[config.mk]
export PLATFORM = sky130hd
export DESIGN_NAME = cp0_intc_flat
export DESIGN_NICKNAME = d
export VERILOG_FILES = /design/src/rtl/cp0_pkg.sv /design/src/rtl/cp0_intc_if.sv /design/src/rtl/cp0_irq_prio.sv /design/src/rtl/cp0_intc.sv /design/src/flat_wrapper.sv
export SDC_FILE = /design/constraint.sdc
export NUM_CORES = 1
export LEC_CHECK = 0
export CORE_UTILIZATION = 49
export DETAILED_ROUTE_END_ITERATION = 8
export GPL_TIMING_DRIVEN = 0
export HOLD_SLACK_MARGIN = 0.12
export PLACE_DENSITY = 0.87
export SYNTH_ARGS = -nofsm -noshare
export SYNTH_HDL_FRONTEND = slang
export SYNTH_HIERARCHICAL = 1
export SYNTH_SLANG_ARGS = --single-unit
export TNS_END_PERCENT = 30
[constraint.sdc]
create_clock -name clk -period 5.79 [get_ports clk]
set_clock_uncertainty 0.2 [all_clocks]
set_input_delay 0.579 -clock clk [delete_from_list [all_inputs] [get_ports clk]]
set_output_delay 0.579 -clock clk [all_outputs]
set_load 0.02 [all_outputs]
[src/rtl/cp0_pkg.sv]
// cp0_pkg: shared constants for the interrupt-capable CP0 block.
//   - CP0 register numbers for Status, Cause and EPC
//   - bit positions of the architectural fields inside those registers
//   - entry/return FSM state encoding
package cp0_pkg;

  localparam logic [4:0] REG_STATUS = 5'd12;
  localparam logic [4:0] REG_CAUSE  = 5'd13;
  localparam logic [4:0] REG_EPC    = 5'd14;

  localparam int IE     = 0;  // Status.IE
  localparam int EXL    = 1;  // Status.EXL
  localparam int IM_LO  = 8;  // Status.IM[N_IRQ-1:0]
  localparam int IP_LO  = 8;  // Cause.IP[N_IRQ-1:0]
  localparam int EXC_LO = 2;  // Cause[4:2] winning line index

  typedef enum logic [1:0] {
    IDLE    = 2'd0,
    REQ     = 2'd1,
    SERVICE = 2'd2
  } state_t;

endpackage

[src/rtl/cp0_intc_if.sv]
// cp0_intc_if: groups the mfc0/mtc0 register bus and the interrupt
// handshake between the pipeline and the CP0 interrupt controller.
//   master : pipeline side (drives addresses, write data, irq lines, ack/eret)
//   slave  : CP0 side (returns read data, request/vector, EPC and Status bits)
interface cp0_intc_if #(
  parameter int WIDTH = 32,
  parameter int N_IRQ = 6
);
  logic [4:0]       rd_addr;
  logic [WIDTH-1:0] rd_data;
  logic [4:0]       wr_addr;
  logic [WIDTH-1:0] wr_data;
  logic             we;
  logic [N_IRQ-1:0] irq_in;
  logic [WIDTH-1:0] pc_in;
  logic             int_ack;
  logic             eret;
  logic             int_req;
  logic [WIDTH-1:0] int_vector;
  logic [WIDTH-1:0] epc_out;
  logic             ie_out;
  logic             exl_out;

  modport master (
    output rd_addr, wr_addr, wr_data, we, irq_in, pc_in, int_ack, eret,
    input  rd_data, int_req, int_vector, epc_out, ie_out, exl_out
  );

  modport slave (
    input  rd_addr, wr_addr, wr_data, we, irq_in, pc_in, int_ack, eret,
    output rd_data, int_req, int_vector, epc_out, ie_out, exl_out
  );
endinterface

[src/rtl/cp0_irq_prio.sv]
// cp0_irq_prio: pending latches, masking and fixed-priority selection.
//   clk, clr  : clock, asynchronous active-high reset
//   irq_in    : external interrupt lines
//   im        : Status.IM mask
//   ack_clr   : acknowledge of line ack_idx this cycle (edge mode clears it)
//   pending   : pending vector (mirrored into Cause.IP)
//   any_elig  : at least one pending & unmasked line
//   winner    : lowest-index eligible line (line 0 has highest priority)
module cp0_irq_prio #(
  parameter int N_IRQ     = 6,
  parameter bit EDGE_MODE = 1'b0
) (
  input  logic             clk,
  input  logic             clr,
  input  logic [N_IRQ-1:0] irq_in,
  input  logic [N_IRQ-1:0] im,
  input  logic             ack_clr,
  input  logic [2:0]       ack_idx,
  output logic [N_IRQ-1:0] pending,
  output logic             any_elig,
  output logic [2:0]       winner
);
  logic [N_IRQ-1:0] irq_prev_reg;
  logic [N_IRQ-1:0] latch_reg;
  logic [N_IRQ-1:0] latch_next;
  logic [N_IRQ-1:0] clr_vec;
  logic [N_IRQ-1:0] elig;

  // Clear is applied before the set term so a fresh edge in the ack cycle
  // survives.
  always_comb begin
    clr_vec = '0;
    if (ack_clr) clr_vec = N_IRQ'(1) << ack_idx;
    latch_next = (latch_reg & ~clr_vec) | (irq_in & ~irq_prev_reg);
  end

  always_ff @(posedge clk or posedge clr) begin
    if (clr) begin
      irq_prev_reg <= '0;
      latch_reg    <= '0;
    end else begin
      irq_prev_reg <= irq_in;
      latch_reg    <= latch_next;
    end
  end

  // Level mode uses the live lines so a request can be raised the cycle
  // after irq_in rises.
  assign pending  = EDGE_MODE ? latch_reg : irq_in;
  assign elig     = pending & im;
  assign any_elig = |elig;

  // Scan from the top down so the lowest set index is the last assignment.
  always_comb begin
    winner = 3'd0;
    for (int i = N_IRQ - 1; i >= 0; i--) begin
      if (elig[i]) winner = 3'(i);
    end
  end
endmodule

[src/rtl/cp0_intc.sv]
// cp0_intc: CP0 Status/Cause/EPC with N_IRQ maskable interrupt lines and an
// entry/return handshake with the pipeline.
//   clk : system clock, rising edge
//   clr : asynchronous active-high reset
//   bus : cp0_intc_if.slave -- mfc0/mtc0 ports (rd_*/wr_*/we), irq_in,
//         pc_in, int_ack, eret in; rd_data, int_req, int_vector, epc_out,
//         ie_out, exl_out out
module cp0_intc
  import cp0_pkg::*;
#(
  parameter int               WIDTH      = 32,
  parameter int               N_IRQ      = 6,
  parameter bit               EDGE_MODE  = 1'b0,
  parameter logic [WIDTH-1:0] VEC_BASE   = WIDTH'(32'h0000_0400),
  parameter int               VEC_STRIDE = 8
) (
  input logic       clk,
  input logic       clr,
  cp0_intc_if.slave bus
);
  localparam logic [WIDTH-1:0] STRIDE = WIDTH'(VEC_STRIDE);

  state_t           state_reg, state_next;
  logic [WIDTH-1:0] status_reg, status_next;
  logic [WIDTH-1:0] cause_reg, cause_next;
  logic [WIDTH-1:0] epc_reg, epc_next;
  logic [WIDTH-1:0] vec_reg;
  logic [2:0]       win_reg;

  logic [N_IRQ-1:0] pending;
  logic [N_IRQ-1:0] im;
  logic             any_elig;
  logic [2:0]       winner;
  logic             ie, exl, take_ack, win_ok, enter_req;

  assign im       = status_reg[IM_LO +: N_IRQ];
  assign ie       = status_reg[IE];
  assign exl      = status_reg[EXL];
  assign take_ack = (state_reg == REQ) && bus.int_ack;
  // Still eligible means the latched line is pending and unmasked now.
  assign win_ok   = |(pending & im & (N_IRQ'(1) << win_reg));

  cp0_irq_prio #(
    .N_IRQ     (N_IRQ),
    .EDGE_MODE (EDGE_MODE)
  ) u_prio (
    .clk      (clk),
    .clr      (clr),
    .irq_in   (bus.irq_in),
    .im       (im),
    .ack_clr  (take_ack),
    .ack_idx  (win_reg),
    .pending  (pending),
    .any_elig (any_elig),
    .winner   (winner)
  );

  always_comb begin
    state_next = state_reg;
    case (state_reg)
      IDLE:    if (any_elig && ie && !exl) state_next = REQ;
      // Ack is checked first so it beats a simultaneous withdrawal.
      REQ: begin
        if (take_ack)                   state_next = SERVICE;
        else if (!win_ok || !ie || exl) state_next = IDLE;
      end
      SERVICE: if (bus.eret) state_next = IDLE;
      default: state_next = IDLE;
    endcase
  end

  assign enter_req = (state_reg == IDLE) && (state_next == REQ);

  // mtc0 lands first; the ack/eret fields are then overridden on top.
  always_comb begin
    status_next = status_reg;
    cause_next  = cause_reg;
    epc_next    = epc_reg;
    if (bus.we) begin
      case (bus.wr_addr)
        REG_STATUS: status_next = bus.wr_data;
        // IP bits are never stored; reads overlay the live pending vector.
        REG_CAUSE:  cause_next  = bus.wr_data & ~(WIDTH'({N_IRQ{1'b1}}) << IP_LO);
        REG_EPC:    epc_next    = bus.wr_data;
        default:    ;
      endcase
    end
    if (take_ack) begin
      status_next[EXL]          = 1'b1;
      cause_next[EXC_LO +: 3]   = win_reg;
      epc_next                  = bus.pc_in;
    end else if (bus.eret) begin
      status_next[EXL] = 1'b0;
    end
  end

  always_ff @(posedge clk or posedge clr) begin
    if (clr) begin
      state_reg  <= IDLE;
      status_reg <= '0;
      cause_reg  <= '0;
      epc_reg    <= '0;
      vec_reg    <= '0;
      win_reg    <= '0;
    end else begin
      state_reg  <= state_next;
      status_reg <= status_next;
      cause_reg  <= cause_next;
      epc_reg    <= epc_next;
      if (enter_req) begin
        win_reg <= winner;
        vec_reg <= VEC_BASE + WIDTH'(winner) * STRIDE;
      end
    end
  end

  always_comb begin
    case (bus.rd_addr)
      REG_STATUS: bus.rd_data = status_reg;
      REG_CAUSE:  bus.rd_data = cause_reg | (WIDTH'(pending) << IP_LO);
      REG_EPC:    bus.rd_data = epc_reg;
      default:    bus.rd_data = '0;
    endcase
  end

  assign bus.int_req    = (state_reg == REQ);
  assign bus.int_vector = vec_reg;
  assign bus.epc_out    = epc_reg;
  assign bus.ie_out     = ie;
  assign bus.exl_out    = exl;
endmodule

[src/flat_wrapper.sv]
// flat-port wrapper written by rule: the top's interface ports become plain ports
module cp0_intc_flat import cp0_pkg::*;
#(
  parameter int               WIDTH      = 32,
  parameter int               N_IRQ      = 6,
  parameter bit               EDGE_MODE  = 1'b0,
  parameter logic [WIDTH-1:0] VEC_BASE   = WIDTH'(32'h0000_0400),
  parameter int               VEC_STRIDE = 8
)
  (clk, clr, bus_rd_addr, bus_wr_addr, bus_wr_data, bus_we, bus_irq_in, bus_pc_in, bus_int_ack, bus_eret, bus_rd_data, bus_int_req, bus_int_vector, bus_epc_out, bus_ie_out, bus_exl_out);
  cp0_intc_if #(.WIDTH(WIDTH), .N_IRQ(N_IRQ)) bus_i ();
  input logic clk;
  input logic clr;
  input wire logic [$bits(bus_i.rd_addr)-1:0] bus_rd_addr;
  input wire logic [$bits(bus_i.wr_addr)-1:0] bus_wr_addr;
  input wire logic [$bits(bus_i.wr_data)-1:0] bus_wr_data;
  input wire logic [$bits(bus_i.we)-1:0] bus_we;
  input wire logic [$bits(bus_i.irq_in)-1:0] bus_irq_in;
  input wire logic [$bits(bus_i.pc_in)-1:0] bus_pc_in;
  input wire logic [$bits(bus_i.int_ack)-1:0] bus_int_ack;
  input wire logic [$bits(bus_i.eret)-1:0] bus_eret;
  output wire logic [$bits(bus_i.rd_data)-1:0] bus_rd_data;
  output wire logic [$bits(bus_i.int_req)-1:0] bus_int_req;
  output wire logic [$bits(bus_i.int_vector)-1:0] bus_int_vector;
  output wire logic [$bits(bus_i.epc_out)-1:0] bus_epc_out;
  output wire logic [$bits(bus_i.ie_out)-1:0] bus_ie_out;
  output wire logic [$bits(bus_i.exl_out)-1:0] bus_exl_out;
  assign bus_i.rd_addr = bus_rd_addr;
  assign bus_i.wr_addr = bus_wr_addr;
  assign bus_i.wr_data = bus_wr_data;
  assign bus_i.we = bus_we;
  assign bus_i.irq_in = bus_irq_in;
  assign bus_i.pc_in = bus_pc_in;
  assign bus_i.int_ack = bus_int_ack;
  assign bus_i.eret = bus_eret;
  assign bus_rd_data = bus_i.rd_data;
  assign bus_int_req = bus_i.int_req;
  assign bus_int_vector = bus_i.int_vector;
  assign bus_epc_out = bus_i.epc_out;
  assign bus_ie_out = bus_i.ie_out;
  assign bus_exl_out = bus_i.exl_out;
  cp0_intc #(.WIDTH(WIDTH), .N_IRQ(N_IRQ), .EDGE_MODE(EDGE_MODE), .VEC_BASE(VEC_BASE), .VEC_STRIDE(VEC_STRIDE)) u_core (.clk(clk), .clr(clr), .bus(bus_i));
endmodule
---- Yosys cells after proc, flatten, opt, wreduce, memory -nomap -nowiden ----
Index checks and enable logic that the tools add are counted.
storage, ports and cells
  bits in registers ....................... 127
  latch bits .............................. 0
  memory bits (writable) .................. 0
  memory bits (read-only) ................. 0
  input port bits ......................... 85
  output and inout port bits .............. 99
  word-level logic and storage cells ...... 66
  memories kept ........................... 0
operators by class
  $add $sub $neg .......................... 1
  $mul .................................... 0
  divide/modulo/power cells ............... 0
  magnitude comparators ................... 0
  eq/ne operators ......................... 9
  shift-type cells ........................ 1
  muxes and demuxes ....................... 22
  bitwise gates (word level) .............. 3
  reduce and logical (&&, ||, !) cells .... 22
operators with widths
  kind                                                 number
  two-way mux 32 bit                                   3
  case mux 32 bit (3 select lines)                     1
  bitwise OR 32 x 14 -> 32 bit                         1
  equality test 5 x 4 -> 1 bit, second input constant  6
  two-way mux 3 bit                                    7
  adder 11 x 6 -> 12 bit, first input constant         1
  AND 6 bit                                            2
  two-way mux 2 bit                                    6
  OR reduction 6 bit                                   2
  two-way mux 5 bit                                    2
  AND reduction 2 bit                                  5
  case mux 2 bit (3 select lines)                      1
  nonzero test 2 bit                                   3
  nonzero test 3 bit                                   2
  left shift 1 x 3 -> 6 bit, first input constant      1
  equality test 2 x 1 -> 1 bit, second input constant  2
  logical AND 1 bit                                    4
  logical NOT 1 bit                                    3
  equality test 2 bit, second input constant           1
  logical NOT 2 bit                                    1
  logical OR 1 bit                                     2
  two-way mux 1 bit                                    2

---- Logic depth before layout (Yosys ltp) ----
Gate-level depths: netlist of the first run.
  word-level depth ........................ 11
  depth in mapped cells ................... 6
  depth with buffers taken out ............ 6

---- By module ----
Netlist of the first run, hierarchy kept.
modules (own cells, without submodules)
  module        times used  cells an instance  area an instance (sq um)  sequential area each (sq um)
  cp0_intc      1           462                4964.8                    2402.3
  cp0_irq_prio  1           19                 120.1                     0.0

---- Least setup slack after synthesis of the first run ----
No wires, ideal clock.
  path kind ............................... input-to-output
  start ................................... input port bus_rd_addr[0]
  end ..................................... output port bus_rd_data[11]
  arrival time ............................ 1.818 ns
  data required time ...................... 5.011 ns
  setup slack ............................. 3.193 ns
  stages .................................. 4
  buffers on the path ..................... 2
  cells stage by stage .................... buf_2 > clkbuf_1 > mux2i_1 > o21ai_0
between the ends
  longest elaborated chain between the ends .. 2
  elaborated cells between the ends (all ways) .. 4
  those cells by class .................... eq/ne: 3; mux: 1
RTL lines
  what                                  line                RTL
  start, declared                       flat_wrapper.sv:14  input wire logic [$bits(bus_i.rd_addr)-1:0] bus_rd_addr;
  equality test 5 x 4 -> 1 bit          cp0_intc.sv:118     case (bus.rd_addr)
  case mux 32 bit (3 select lines) (*)  cp0_intc.sv:118
  end, declared                         flat_wrapper.sv:22  output wire logic [$bits(bus_i.rd_data)-1:0] bus_rd_data;
Every way passes the cells marked *; elsewhere a longest branch is shown, timed or not.

---- Worst setup path in the final report of the first run ----
  start ................................... input port bus_rd_addr[2]
  end ..................................... output port bus_rd_data[10]
Same word-level chain as after synthesis.

==> metrics.txt, run 1 <==
CTS tree yes; Place WS 1.987 ns; Slowest-stage cell, CP clkdlybuf4s50_1; Max stage delay on crit path 0.63 ns; hold buffers post-CTS 0; Worst setup EP type output pin; DR pass1 iterations 4; largest net degree at the start of global routing 60; status finished, final reports clean; CTS root buf clkbuf_8; Slew Viols, Final 0; period utilisation layout 65.55%; Final Routed Wirelength 13,970 microns; leak pwr 3.033 nW; initial drt markers 164; Final min period 3.795 ns; critical path buffer and inverter count 3; CP cell instances clkdlybuf4s50_1 -> nand2_1 -> nor4b_2 -> clkbuf_1 -> nand2_1 -> o21ai_1 -> clkdlybuf4s50_1; Post-route DRC 0; Reg area 2402 sq um; Multi-input gate area 2384 sq um; final instance area 7128 sq um; Synth Cell Area 5081 sq um; DR vias 4,272; core box area 9910 sq um; ant diodes 0; Die Span Y 103.8 microns; GPL Wtd Cong 0.8333; vias in the first global route 4,499; worst min path class flip-flop to flip-flop; Post-Syn Instances 480; stages on the worst setup path 7; Avg Inst Size Synth 10.59 sq um; max_cap viols 0; Worst EP required 5.01 ns; Clock Tree Buf Depth 2; H-tree Lvls 3; worst hold path depth 1; Final #Nets 758; Reg clk slew, reported paths 0.09 ns; worst-skew pair later-pin latency 0.37 ns; GRT Total Usage 26.86%; antenna violations before repair 0; Fillers 755; antenna-violating nets left 0; post-route insts no fill 810; commonest cells after routing, fill and taps aside clkdlybuf4s50_1, dfrtp_1, mux2i_1; Layout area overhead 40.29%; unrepaired setup endpoints after global routing false; Ports 184; Die ar. 10,780 sq um; CTS buffer count 9; Final Hold Violating Endpoints 0; worst r2r path cells 5; Post-CTS Setup Bufs 0; crit path launch type primary input; Slew Limit Headroom 43.60%; Congestion Overflow GR 0; I/O Buffers 154; crit path DAT 3.02 ns; TNS Setup 0 ns; Crit path max-delay family buffers and inverters; first-pass GRT wire length 22,740 microns; fraction of layout cells with a size suffix above 1 17.43%; Worst Path Max Fanout 10; f_max 0.2635 GHz; placed insts 795; Post-DP Area 6920 sq um; most common cell after layout, fill and taps aside clkdlybuf4s50_1; pwr/cell area 356.2 nW/um^2; initial core utilization 51.28%; Final WS setup 1.995 ns; warning count from the yosys run 6; Tightest Pin Transition 0.8460 ns; Rows 36; VDD IR max 0.2706 mV; Finish-stage setup viols 0; WL/cell 17.24 microns; Die X 103.8 microns; cts repair resizes 0; clock sinks 96; DP HPWL 10,270 microns; Via-to-Cell Ratio 5.274; critical path class primary input to output pin
## area by class of cell
class	count	share of cell area, %
Buffer	63	5.512
Clock buffer	9	1.738
Clock inverter	6	1.176
Inverter	1	0.08777
Multi-Input combinational cell	347	33.44
Sequential cell	96	33.70
Tap cell	133	2.335
Timing Repair Buffer	155	22.01
## routing by layer
metal	vias up	global-route usage [%]	wire length (microns)
met5	-	0	0
met4	0	9.796	244
met3	21	5.979	1132
met2	201	46.38	6886
met1	2047	32.84	5704
li1	2003	-	-
## final timing paths
path | to | startpoint | slack [ns]
setup / recovery | bus_rd_data[10] | bus_rd_addr[2] | 1.99
hold / removal | u_core/cause_reg[6] | u_core/cause_reg[6] | 0.31
setup reg to reg | u_core/bus.epc_out[28] | u_core/state_reg[0] | 3.80
hold reg to reg | u_core/cause_reg[6] | u_core/cause_reg[6] | 0.31
max in group asynchronous | u_core/status_reg[14] | clr | 4.32
min in group asynchronous | u_core/bus.epc_out[28] | clr | 0.39
## worst register-to-register path, stage by stage (launching register included)
cell	delay, ns
dfrtp_1	0.43
nor2b_1	0.15
nand2_1	0.29
clkbuf_1	0.55
nor2_1	0.11
a21oi_1	0.19
## metrics by stage
step | hold slack [ns] | util (%) | total power, mW
after floorplan | 0.2574 | - | 1.590
after global placement | 0.2663 | 69.53 | 2.021
after detailed placement | 0.2930 | 69.84 | 2.068
after CTS | 0.3134 | 71.93 | 2.548
after global routing | 0.3294 | 71.93 | 2.673
final | 0.3139 | 71.93 | 2.539
## where the power goes
| part | internal (mW) | switching (mW) |
|---|---|---|
| clock network | 0.240 | 0.240 |
| logic | 0.516 | 0.490 |
| registers | 0.884 | 0.168 |
No activity file was read; power rests on OpenSTA's default activity.
==> inputs of run 2 (changes only) <==
--- a/config.mk
+++ b/config.mk
@@ -5,11 +5,11 @@
 export SDC_FILE = /design/constraint.sdc
 export NUM_CORES = 1
 export LEC_CHECK = 0
-export CORE_UTILIZATION = 49
+export CORE_UTILIZATION = 45
 export DETAILED_ROUTE_END_ITERATION = 8
 export GPL_TIMING_DRIVEN = 0
 export HOLD_SLACK_MARGIN = 0.12
-export PLACE_DENSITY = 0.87
+export PLACE_DENSITY = 0.81
 export SYNTH_ARGS = -nofsm -noshare
 export SYNTH_HDL_FRONTEND = slang
 export SYNTH_HIERARCHICAL = 1
==> constraint.sdc (replaced) <==
create_clock -name clk -period 3.9 [get_ports clk]
set_clock_uncertainty 0.2 [all_clocks]
set_input_delay 0.39 -clock clk [delete_from_list [all_inputs] [get_ports clk]]
set_output_delay 0.39 -clock clk [all_outputs]
set_load 0.02 [all_outputs]
==> run 2 against run 1 <==
Against the previous run:
- combinational power rose by 48%
- global-route usage fell by 1.2 points
- via count rose by 0.54%
- critical path depth did not move
- sequential power rose by 50%
- setup slack got worse by 1.6 ns
- power rose by 57%
- utilization fell by 5.7 points
==> metrics.txt, run 2 (same netlist as run 1, synthesis figures left out) <==
fraction of layout cells with a size suffix above 1 17.40% (-0.026 points); antenna-violating nets left 0 (unchanged); crit path launch bus_rd_addr[3]; Tightest Pin Transition 0.7902 ns (-0.05577 ns); Final WS setup 0.4118 ns (-1.583 ns); Finish-stage setup viols 0 (unchanged); Final Routed Wirelength 14,350 microns (+2.7%); initial drt markers 164 (unchanged); Slowest-stage cell, CP clkdlybuf4s50_1; critical path buffer and inverter count 3 (unchanged); H-tree Lvls 3 (unchanged); GPL Wtd Cong 0.8465 (+1.6%); worst r2r path cells 5 (unchanged); Worst setup EP type output pin; Post-DP Area 6929 sq um (+0.13%); crit path DAT 2.90 ns (-0.12 ns); CTS root buf clkbuf_16; first-pass GRT wire length 22,560 microns (-0.79%); Die Span Y 108.3 microns (+4.3%); CTS tree yes; period utilisation layout 89.44%; FF-to-FF Start u_core/win_reg[0]; worst-skew pair later-pin latency 0.33 ns (-0.04 ns); Slew Limit Headroom 47.32% (+3.7 points); Max stage delay on crit path 0.65 ns (+0.02 ns); critical path class primary input to output pin; leak pwr 3.083 nW (+1.6%); Reg clk slew, reported paths 0.06 ns (-0.03 ns); Worst EP required 3.31 ns (-1.70 ns); Clock Tree Buf Depth 2 (unchanged); f_max 0.2867 GHz; clock sinks 96 (unchanged); most common cell after layout, fill and taps aside clkdlybuf4s50_1; GRT Total Usage 25.66% (-1.2 points); largest net degree at the start of global routing 67 (+12%); Final #Nets 758 (unchanged); FF-to-FF setup slack 1.90 ns (-1.90 ns); Rows 38 (+5.6%); Reg2Reg Capture Point u_core/state_reg[0]; vias in the first global route 4,389 (-2.4%); Worst Path Max Fanout 10 (unchanged); I/O Buffers 154 (unchanged); Post-CTS Setup Bufs 0 (unchanged); DP HPWL 10,380 microns (+1.1%); CTS buffer count 9 (unchanged); initial core utilization 46.46% (-4.8 points); Crit path max-delay family buffers and inverters; antenna violations before repair 0 (unchanged); hold buffers post-CTS 0 (unchanged); pwr/cell area 550.4 nW/um^2 (+55%); Layout area overhead 42.65%; worst min path class primary input to async pin; worst hold slack 0.2196 ns (-0.09430 ns); Ports 184 (unchanged); status finished, final reports clean; Congestion Overflow GR 0 (unchanged); Tot Pwr 3.989 mW (+57%); stages on the worst setup path 7 (unchanged); DR vias 4,295 (+0.54%); Die ar. 11,720 sq um (+8.7%); Die X 108.3 microns (+4.3%); TNS Setup 0 ns (unchanged); DR pass1 iterations 4 (unchanged); Place WS 0.4418 ns (-1.545 ns); crit path launch type primary input; Via-to-Cell Ratio 5.251 (-0.44%); Post-route DRC 0 (unchanged); unrepaired setup endpoints after global routing false; Final min period 3.488 ns; Slew Viols, Final 0 (unchanged); commonest cells after routing, fill and taps aside clkdlybuf4s50_1, dfrtp_1, mux2i_1; cts repair resizes 0 (unchanged); WL/cell 17.54 microns (+1.7%); ant diodes 0 (unchanged); CP cell instances clkdlybuf4s50_1 -> nand2_1 -> nor4b_2 -> clkbuf_1 -> nand2_1 -> o21ai_0 -> clkdlybuf4s50_1; VDD IR max 0.3112 mV (+15%); Final Hold Violating Endpoints 0 (unchanged); max_cap viols 0 (unchanged); final instance area 7248 sq um (+1.7%); core box area 10,940 sq um (+10%)
-- run 2: per-stage QoR --
| stage | cells | utilization, % |
|---|---|---|
| CTS | 818 | 66.28 |
| global route | 818 | 66.28 |
| floorplan | 507 | - |
| global placement | 801 | 63.09 |
| finish | 818 | 66.28 |
| detailed placement | 802 | 63.36 |
-- run 2: worst max-delay path by stage --
stage	end	slack (ns)
global route	bus_rd_data[27]	0.28
CTS	bus_rd_data[25]	0.43
global placement	u_core/cause_reg[17]	-0.66
detailed placement	bus_rd_data[25]	0.44
finish	bus_rd_data[25]	0.41
floorplan	u_core/bus.epc_out[0]	0.80
-- run 2: power breakdown --
part | switching (mW) | total, mW | internal, mW
registers | 0.253 | 1.57 | 1.32
logic | 0.725 | 1.49 | 0.766
clock network | 0.363 | 0.929 | 0.567
-- run 2: routing by layer --
metal  GRT usage [%]  vias up  wire (microns)
met2           44.49      165            7120
met1           31.57     2102            6047
met3           5.365       16             930
li1                -     2012               -
met5               0        -               0
met4           9.073        0             248
-- run 2: area by class of cell --
class,instances,area [sq um]
fill,885,3687
inverter,1,6.256
sequential,96,2402
timing repair buffer,155,1569
clock buffer,14,284.0
tap,140,175.2
buffer,63,392.9
clock inverter,2,35.03
multi-input combinational,347,2384
==> inputs of run 3 (changes only) <==
--- a/config.mk
+++ b/config.mk
@@ -6,9 +6,9 @@
 export NUM_CORES = 1
 export LEC_CHECK = 0
 export CORE_UTILIZATION = 45
+export CTS_CLUSTER_SIZE = 14
 export DETAILED_ROUTE_END_ITERATION = 8
 export GPL_TIMING_DRIVEN = 0
-export HOLD_SLACK_MARGIN = 0.12
 export PLACE_DENSITY = 0.81
 export SYNTH_ARGS = -nofsm -noshare
 export SYNTH_HDL_FRONTEND = slang
==> results of run 3 <==
The final DEF is identical to that of run 2; final timing and power are the same.
